### src/rtl/mem_port_arbiter.sv
// Shared memory port arbiter: grants core (C) or debug/loader (D) port, runs a
// WAIT-cycle access from latched request fields, then pulses the owner's done.
module mem_port_arbiter #(
  parameter int AW   = 8,
  parameter int DW   = 16,
  parameter int WAIT = 2
) (
  input  logic          clk,
  input  logic          rst,
  input  logic          c_req,
  input  logic          c_we,
  input  logic [AW-1:0] c_addr,
  input  logic [DW-1:0] c_wdata,
  output logic [DW-1:0] c_rdata,
  output logic          c_done,
  input  logic          d_req,
  input  logic          d_we,
  input  logic [AW-1:0] d_addr,
  input  logic [DW-1:0] d_wdata,
  output logic [DW-1:0] d_rdata,
  output logic          d_done,
  output logic          gnt_c,
  output logic          gnt_d,
  output logic          m_en,
  output logic          m_we,
  output logic [AW-1:0] m_addr,
  output logic [DW-1:0] m_wdata,
  input  logic [DW-1:0] m_rdata,
  output logic [1:0]    state_dbg
);

  // Handshake: a requester raises *_req with stable we/addr/wdata and keeps it
  // high until its one-cycle *_done; fields are latched at grant, so later
  // changes (or dropping req) do not affect the access in flight.

  typedef enum logic [1:0] {
    IDLE = 2'd0,
    ACC  = 2'd1,
    RESP = 2'd2
  } state_t;

  localparam logic [3:0] CNT_LOAD = 4'(WAIT - 1);

  state_t        state;
  state_t        state_nx;
  logic          owner;      // 0 = core, 1 = debug
  logic          last;       // owner of the most recently completed access
  logic [3:0]    cnt;
  logic          lat_we;
  logic [AW-1:0] lat_addr;
  logic [DW-1:0] lat_wdata;
  logic          grant;
  logic          grant_d;
  logic          acc_end;

  // Arbitration on ties favours the port that did not finish last.
  always_comb begin
    grant   = 1'b0;
    grant_d = 1'b0;
    if (state == IDLE) begin
      if (c_req && d_req) begin
        grant   = 1'b1;
        grant_d = ~last;
      end else if (c_req) begin
        grant   = 1'b1;
        grant_d = 1'b0;
      end else if (d_req) begin
        grant   = 1'b1;
        grant_d = 1'b1;
      end
    end
  end

  assign acc_end = (state == ACC) && (cnt == 4'd0);

  always_ff @(posedge clk or negedge rst) begin
    if (!rst) begin
      state <= IDLE;
    end else begin
      state <= state_nx;
    end
  end

  always_comb begin
    state_nx = state;
    case (state)
      IDLE:    if (grant) state_nx = ACC;
      ACC:     if (cnt == 4'd0) state_nx = RESP;
      RESP:    state_nx = IDLE;
      default: state_nx = IDLE;
    endcase
  end

  always_ff @(posedge clk or negedge rst) begin
    if (!rst) begin
      owner     <= 1'b0;
      last      <= 1'b1;
      cnt       <= 4'd0;
      lat_we    <= 1'b0;
      lat_addr  <= '0;
      lat_wdata <= '0;
      c_rdata   <= '0;
      d_rdata   <= '0;
    end else begin
      if (grant) begin
        owner     <= grant_d;
        cnt       <= CNT_LOAD;
        lat_we    <= grant_d ? d_we : c_we;
        lat_addr  <= grant_d ? d_addr : c_addr;
        lat_wdata <= grant_d ? d_wdata : c_wdata;
      end else if (state == ACC && cnt != 4'd0) begin
        cnt <= cnt - 4'd1;
      end
      // Read data is only valid by the last access cycle.
      if (acc_end && !lat_we) begin
        if (owner) begin
          d_rdata <= m_rdata;
        end else begin
          c_rdata <= m_rdata;
        end
      end
      if (state == RESP) begin
        last <= owner;
      end
    end
  end

  always_comb begin
    m_en      = (state == ACC);
    m_we      = (state == ACC) && lat_we;
    m_addr    = (state == ACC) ? lat_addr : '0;
    m_wdata   = (state == ACC) ? lat_wdata : '0;
    gnt_c     = ((state == ACC) || (state == RESP)) && !owner;
    gnt_d     = ((state == ACC) || (state == RESP)) && owner;
    c_done    = (state == RESP) && !owner;
    d_done    = (state == RESP) && owner;
    state_dbg = state;
  end

endmodule

### config.mk
export PLATFORM = sky130hd
export DESIGN_NAME = mem_port_arbiter
export DESIGN_NICKNAME = d
export VERILOG_FILES = /design/src/rtl/mem_port_arbiter.sv
export SDC_FILE = /design/constraint.sdc
export NUM_CORES = 1
export LEC_CHECK = 0
export ABC_AREA = 1
export CORE_MARGIN = 2
export CORE_UTILIZATION = 48
export DETAILED_ROUTE_END_ITERATION = 6
export GPL_TIMING_DRIVEN = 0
export PLACE_DENSITY_LB_ADDON = 0.25
export SLEW_MARGIN = 20
export SYNTH_ARGS = -nofsm -noshare
export SYNTH_HDL_FRONTEND = slang
export SYNTH_SLANG_ARGS = --single-unit
export TNS_END_PERCENT = 50
### constraint.sdc
create_clock -name clk -period 2.3 [get_ports clk]
set_input_delay 0.345 -clock clk [delete_from_list [all_inputs] [get_ports clk]]
set_output_delay 0.345 -clock clk [all_outputs]
set_load 0.03 [all_outputs]
# [Word level (Yosys, flattened, before mapping)]
# Cells that the tools add are included.
[totals] regBits=65 in_bits=70 word_cells=52
[op_classes] addsub=1 n_eq_ne=4 muxes=17 bitwise=2 reduce_logical=19
[ops] operator="16-bit two-way mux" count=2
[ops] operator="8-bit two-way mux" count=2
[ops] operator="1-bit logical AND" count=9
[ops] operator="1-bit two-way mux" count=8
[ops] operator="4-bit two-way mux" count=2
[ops] operator="2-bit AND reduction" count=3
[ops] operator="4-bit logical NOT" count=1
[ops] operator="2-bit two-way mux" count=2
[ops] operator="2-bit one-hot mux with 2 select lines" count=1
[ops] operator="4-bit nonzero test" count=1
[ops] operator="4-bit by 1-bit subtractor with 4-bit output, second input constant" count=1
[ops] operator="2-bit by 1-bit == test with 1-bit output, second input constant" count=1
[ops] operator="2-bit == test, second input constant" count=1
[ops] operator="1-bit logical NOT" count=2
[ops] operator="2-bit logical NOT" count=1
[ops] operator="2-bit by 1-bit != test with 1-bit output, second input constant" count=1
[ops] operator="2-bit != test, second input constant" count=1
[ops] operator="1-bit NOT" count=2
[ops] operator="2-bit nonzero test" count=1
[ops] operator="1-bit logical OR" count=1

# [Logic depth before layout (Yosys ltp)]
# Gate-level depths: netlist of run 1.
[logic_depth] ltp_word=6 depth_mapped=9 depth_no_buf=7

# [Worst setup path before layout of run 1]
# OpenSTA, ideal clock, no wires.
[synth_path] path_type="register to output" startpoint="register state[1], in the netlist state_dbg[1]" endpoint="output m_addr[5]" arrival_time_ns=1.719 t_required_ns=1.955 slack_ns=0.236 stages_incl_launch_ff=7 path_buffers=2 cell_sequence="dfrtp_1 inv_1 ha_1 buf_6 clkbuf_1 nand2_1 inv_1"
[synth_via] elab_chain_cells=2
[synth_lines] item="start, declared" line="44" text="state_t state;"
[synth_lines] item="start signal, assigned" line="80" text="state <= state_nx;"
[synth_lines] item="2-bit by 1-bit == test with 1-bit output"
[synth_lines] item="named net m_en" line="24" text="output logic m_en,"
[synth_lines] item="8-bit two-way mux" line="131" text="m_addr = (state == ACC) ? lat_addr : '0;"
[synth_lines] item="end, declared" line="26" text="output logic [AW-1:0] m_addr,"
# The timed path passes the listed nets, and every way through them passes these cells.

# [Worst setup path after layout of run 1]
[layout_path] startpoint="register state[1], in the netlist state_dbg[1]" endpoint="output m_wdata[6]"
[layout_via] elab_chain_cells=2
[layout_lines] item="2-bit by 1-bit == test with 1-bit output" line="132" text="m_wdata = (state == ACC) ? lat_wdata : '0;"
[layout_lines] item="16-bit two-way mux" line="132"
[layout_lines] item="end, declared" line="27" text="output logic [DW-1:0] m_wdata,"
# Every way passes these cells.

==> out/results.tsv, run 1 <==
stage	metric	value	unit
clock_network	Clock Pin Slew Worst Setup and Hold Paths	0.07	ns
floorplanning	die area	8017	sq um
finish	Nets	624	
global_routing	total track usage	22.31	%
flow_run	max cap viols	0	
worst_setup_path	reg-to-reg slack, setup	0.68	ns
floorplanning	std cell rows	31	
outcome	status	finished, final reports clean	
sta	Slew HR	77.32	%
clock_network	CTS max path bufs	2	
synth	Post-synth top flop	dfrtp_1	
placed_design	Port-buffer cells	133	
floorplanning	CORE AREA	7176	sq um
finish	Syn-to-layout area delta	47.45	%
global_routing	Remaining Overflow, GRT	0	
placed_design	post-DP HPWL	6.410	mm
placed_design	Area after DPL	4992	sq um
synth	area share of the largest cell type after synthesis	45.60	%
synth	Post-Syn Area	3512	sq um
synth	post-synth cell types	28	
finish	# diodes	0	
sta	Final Hold Violating Endpoints	0	
sta	RSZ-0062 raised after global routing	false	
floorplanning	DIE WIDTH	89.54	um
finish	post-route cell area	5179	sq um
synth	synthesized area per cell	8.737	sq um
worst_setup_path	Crit Path Category	flop to output pin	
pwr	Pwr per Cell Area	1331	nW/um^2
sta	fin crit period	2.198	ns
global_routing	gr busiest metal	met2	
worst_setup_path	Reg-to-Reg Start	state_dbg[1]	
worst_setup_path	RR Endpoint	d_rdata[12]	
finish	layout cell share with drive strength beyond 1	21.70	%
sta	Tcrit/Tclk final	95.56	%
global_routing	largest net degree at the start of global routing	47	
finish	fin cells	652	
detailed_routing	DRC	0	
clock_network	# H-tree levels	3	
synth	async set or reset register ratio after synthesis	100.0	%
worst_setup_path	CP Max Fanout	10	
clock_network	TritonCTS Buffers	9	
synth	EDFF count, synth	0	
worst_setup_path	nature of the critical path endpoint	output pin	
global_routing	met1 GRT Util	27.43	%
detailed_routing	total wire length	8.470	mm
global_routing	first-pass GRT wire length	13.70	mm
detailed_routing	First-pass DRT Iterations	6	
pwr	Max VDD drop	0.5509	mV
floorplanning	Top-Level Pins	134	
sta	fmax	455.0	MHz
detailed_routing	routed vias	3042	
worst_setup_path	required time worst endpoint	1.96	ns
synth	register area share after synthesis	46.35	%
synth	syn nets	478	
synth	Ys Warns	0	
synth	FF+latch count, synth	65	
worst_setup_path	worst reg2reg path depth	9	
sta	Worst Max-Slew Pin Slew	0.3391	ns
clock_network	clock sink total	65	
detailed_routing	via/cell ratio	4.666	
worst_setup_path	Arrival @ worst endpoint	1.85	ns
sta	endpoints failing setup	0	
synth	gate count of the mapped netlist	402	
floorplanning	DIE HEIGHT	89.54	um
clock_network	clock tree from TritonCTS	yes	
synth	cell accounting for the most synthesized area	dfrtp_1	
finish	fill count	563	
detailed_routing	Antenna Nets Post-Route	0	
synth	Synth area leaders	dfrtp_1, nand2_1, inv_1	
placed_design	Placed Cells	635	
global_routing	vias in the first global route	3031	
pwr	leak pwr	0.002816	uW
global_routing	antenna violations before repair	0	
clock_network	worst skew pair latency	0.34	ns
sta	Slew Viols, Final	0	
sta	Layout Skew	0.009440	ns
detailed_routing	drt first-iter violations	103	
worst_setup_path	Worst Setup Start Kind	flop	
floorplanning	Starting Density	48.95	%
hold_path	Hold Path Class	primary input to asynchronous set/reset pin	
global_routing	met2 Use GR	38.70	%
detailed_routing	DR WL/cell	12.99	um
placed_design	gp weighted congestion	0.8302	
global_routing	met3 GRT Util	4.524	%
clock_network	CTS root buf	clkbuf_8	
==> metrics by stage <==
step	power [uW]	util, %	hold slack (ns)	TNS [ns]	setup WS (ns)
6_report	6895	72.17	0.4260	0	0.1022
5_1_grt	7373	72.17	0.4544	0	0.002339
4_1_cts	6976	72.62	0.4239	0	0.009195
3_5_place_dp	6061	69.57	0.2496	-2.504	-0.1738
3_3_place_gp	5948	69.22	0.4569	-82.26	-1.251
2_1_floorplan	4575	-	0.04941	0	0.2357
==> cells by family (layout without fill, tap and decap cells) <==
logic type,count (synthesis),after routing,share of synthesized area [%]
simple gates,171,171,20.45
compound gates,62,62,17.31
fa+ha+maj,6,6,2.137
flops,65,65,46.35
buf+inv,98,249,13.75
==> worst max path at each step <==
stage | from | to
final | state_dbg[1] | m_wdata[6]
after global routing | state_dbg[1] | m_wdata[6]
after CTS | state_dbg[0] | gnt_c
after detailed placement | state_dbg[1] | m_wdata[9]
after global placement | rst | d_rdata[13]
after floorplan | state_dbg[1] | m_addr[5]
==> flip-flops by register name, summed over array words and instances, names as in the netlist <==
signal     flops
state_dbg      2
c_rdata       16
cnt            4
d_rdata       16
lat_addr       8
lat_we         1
last           1
lat_wdata     16
owner          1
==> cell usage after synthesis (2+ instances only) <==
cell type	n
nand2_1	151
inv_1	77
dfrtp_1	64
o21ai_2	32
o211ai_2	20
buf_6	11
ha_1	6
nor2_1	6
nand3_1	5
o211ai_1	5
nand2_2	3
nand3_4	3
buf_2	2
buf_8	2
clkbuf_1	2
==> metal layers <==
layer,vias up,part of all wire (%)
li1,1511,-
met1,1427,41
met2,91,52
met3,13,4.8
met4,0,1.9
met5,-,0
==> worst max-delay path, cell delays in order (launching register included) <==
cell             delay, ns
dfrtp_1               0.41
inv_1                 0.11
ha_1                  0.20
buf_6                 0.17
clkbuf_4              0.21
nand2_1               0.07
inv_1                 0.06
clkdlybuf4s15_2       0.29
==> area by class of cell <==
cell class / instances / area (sq um) / area share [%]
clock inverter: 5 / 56.30 / 1.087
sequential: 65 / 1628 / 31.43
inverter: 80 / 304.0 / 5.871
tap: 99 / 123.9 / 2.392
multi-input combinational: 239 / 1401 / 27.06
clock buffer: 11 / 131.4 / 2.537
timing repair buffer: 135 / 1348 / 26.02
buffer: 18 / 186.4 / 3.600
==> what timing repair did <==
| action | 4_1_cts | 5_1_grt |
|---|---|---|
| pin swaps | 0 | 0 |
| gates cloned | 0 | 0 |
| setup endpoints to repair | 25 | 23 |
| gates resized for setup | 67 | 23 |
| setup buffers | 0 | 0 |
| hold endpoints to repair | 18 | 0 |
| hold buffers | 1 | 0 |
==> power by group <==
part / switching (uW) / leakage (uW) / internal (uW)
logic: 2340 / 0.00196 / 1570
clock network: 442 / 0.0000933 / 499
registers: 342 / 0.000762 / 1700
==> placed cells by master, fill, tap and decap left out, types with 5 or more instances in the layout <==
cell type          n
dfrtp_1           64
clkbuf_8           9
nand2_1          151
inv_1             77
buf_2              9
clkdlybuf4s15_2   12
o211ai_2          20
nand3_1            5
nor2_1             6
dlygate4sd2_1      5
buf_6             11
clkdlybuf4s50_1  104
o21ai_2           32
ha_1               6
o211ai_1           5
Power figures use the tool's default switching activity.
==> run 2, diff against run 1 <==
- GPL_TIMING_DRIVEN: 0 -> 1
- TNS_END_PERCENT: 50 -> 1
==> run 2 against run 1 <==
Die area unchanged. Total power increased by 0.29%. Clock power increased by 18%. Non-clock buffer count decreased by 13. Largest cell class unchanged.
==> out/results.tsv, run 2 (same netlist as run 1, synthesis figures left out) <==
stage	metric	value	unit	change
outcome	status	finished, final reports clean		
finish	Syn-to-layout area delta	42.54	%	
sta	fin crit period	2.022	ns	-0.1755 ns
clock_network	worst skew pair latency	0.34	ns	about the same
detailed_routing	routed vias	2947		-3.1%
sta	Worst Max-Slew Pin Slew	0.4661	ns	+0.1270 ns
pwr	Pwr per Cell Area	1381	nW/um^2	+3.7%
clock_network	# hold bufs at CTS	0		-1
finish	# diodes	0		unchanged
clock_network	clock tree from TritonCTS	yes		
global_routing	total track usage	20.93	%	-1.4 points
detailed_routing	total wire length	7.987	mm	-5.7%
worst_setup_path	nature of the critical path endpoint	output pin		
floorplanning	DIE WIDTH	89.54	um	unchanged
sta	total negative slack	0	ns	unchanged
floorplanning	die area	8017	sq um	unchanged
finish	Largest regs	c_rdata x16, d_rdata x16, lat_wdata x16		
global_routing	vias in the first global route	2799		-7.7%
floorplanning	DIE HEIGHT	89.54	um	unchanged
detailed_routing	DR WL/cell	12.50	um	-3.8%
global_routing	antenna violations before repair	0		unchanged
pwr	combinational share of power	54.5	%	-2.2 points
worst_setup_path	Arrival @ worst endpoint	1.68	ns	-0.17 ns
sta	Slew HR	68.93	%	-8.4 points
sta	Tcrit/Tclk final	87.93	%	-7.6 points
hold_path	Hold Path Class	primary input to asynchronous set/reset pin		
placed_design	Area after DPL	4771	sq um	-4.4%
global_routing	Remaining Overflow, GRT	0		unchanged
detailed_routing	via/cell ratio	4.612		-1.2%
sta	Hold WS	0.02460	ns	-0.4014 ns
sta	RSZ-0062 raised after global routing	false		
finish	layout cell share with drive strength beyond 1	21.48	%	-0.22 points
sta	Final Hold Violating Endpoints	0		unchanged
floorplanning	Starting Density	48.95	%	unchanged
finish	utilization after layout	69.76	%	-2.4 points
finish	most frequent cells in the layout	nand2_1, clkdlybuf4s50_1, inv_1		
worst_setup_path	Crit Path Category	flop to output pin		
floorplanning	std cell rows	31		unchanged
detailed_routing	DRC	0		unchanged
clock_network	# H-tree levels	3		unchanged
finish	commonest non-fill, non-tap cell in the layout	nand2_1		
pwr	Power Total	6915	uW	+0.29%
pwr	Max VDD drop	0.4537	mV	-18%
pwr	Reg power frac	29.5	%	-0.2 points
global_routing	first-pass GRT wire length	12.88	mm	-6.0%
clock_network	CTS max path bufs	2		unchanged
floorplanning	Top-Level Pins	134		unchanged
floorplanning	CORE AREA	7176	sq um	unchanged
worst_setup_path	required time worst endpoint	1.96	ns	about the same
worst_setup_path	Worst Setup Start Kind	flop		
sta	fmax	494.5	MHz	+8.7%
placed_design	gp weighted congestion	0.7568		-8.8%
pwr	leak pwr	0.002766	uW	-1.8%
finish	post-route cell area	5006	sq um	-3.3%
worst_setup_path	CP Max Fanout	21		+11
clock_network	clock sink total	65		unchanged
clock_network	TritonCTS Buffers	9		unchanged
placed_design	Port-buffer cells	133		unchanged
detailed_routing	Antenna Nets Post-Route	0		unchanged
pwr	Clk pwr share	16.0	%	+2.3 points
finish	Nets	611		-2.1%
placed_design	post-DP HPWL	5.866	mm	-8.5%
worst_setup_path	reg-to-reg slack, setup	0.57	ns	-0.11 ns
sta	Layout Skew	0.01041	ns	+0.0009657 ns
clock_network	CTS root buf	clkbuf_8		
sta	Slew Viols, Final	0		unchanged
pwr	Sw Ratio	44.64	%	-0.70 points
detailed_routing	First-pass DRT Iterations	4		-2
sta	endpoints failing setup	0		unchanged
flow_run	max cap viols	0		unchanged
global_routing	largest net degree at the start of global routing	36		-23%
pwr	Int Pwr	3828	uW	+1.6%
detailed_routing	drt first-iter violations	83		-19%
pwr	Net Sw Power	3086	uW	-1.3%
clock_network	Clock Pin Slew Worst Setup and Hold Paths	0.07	ns	about the same
[run 2: timing repair]
| action | 4_1_cts | 5_1_grt |
|---|---|---|
| gates resized for setup | 1 | 3 |
| endpoints found under the hold margin | 0 | 0 |
| setup buffers | 0 | 0 |
| setup endpoints to repair | 1 | 3 |
[run 2: final cells by class]
class / instances / area (sq um)
inverters: 80 / 304.0
multi-input cells: 239 / 1401
repair buffers: 140 / 1320
well taps: 99 / 123.9
clock buffers: 11 / 151.4
fillers: 584 / 2170
clock inverters: 5 / 77.57
flip-flops and latches: 65 / 1628
[run 2: worst paths after layout]
path / start / to / cells past startpoint
setup / recovery: state_dbg[1] / m_addr[3] / 6
max in group asynchronous: rst / lat_wdata[1] / 2
hold reg to reg: c_rdata[7] / c_rdata[7] / 2
hold / removal: rst / c_rdata[3] / 2
setup reg to reg: state_dbg[1] / d_rdata[12] / 7
min in group clk: c_rdata[7] / c_rdata[7] / 2
[run 2: power groups by stage]
stage,Combinational (uW),Sequential [uW],Clock [uW]
2_1_floorplan,1990,2590,0
6_report,3770,2040,1110
3_5_place_dp,3810,2050,0
4_1_cts,3820,2040,1120
3_3_place_gp,3730,2040,0
5_1_grt,4080,2110,1180
[run 2: worst max-delay path: stages (launching register included)]
cell     delay [ns]
dfrtp_1        0.41
inv_1          0.11
ha_1           0.22
buf_4          0.27
nand2_1        0.09
inv_1          0.07
buf_4          0.16
[run 2: routing by layer]
layer  vias to the layer above  GRT usage, %  wire length (um)
met3                        14         4.340               442
met1                      1363         27.10              3421
met5                         -             0                 0
met4                         0         8.820               150
li1                       1487             -                 -
met2                        83         34.09              3973
[run 2: per-stage QoR]
| stage | cells | setup WS, ns |
|---|---|---|
| final | 639 | 0.2777 |
| after global placement | 623 | 0.4250 |
| after floorplan | 402 | 0.2357 |
| after global routing | 639 | 0.1689 |
| after CTS | 639 | 0.02198 |
| after detailed placement | 623 | 0.3628 |
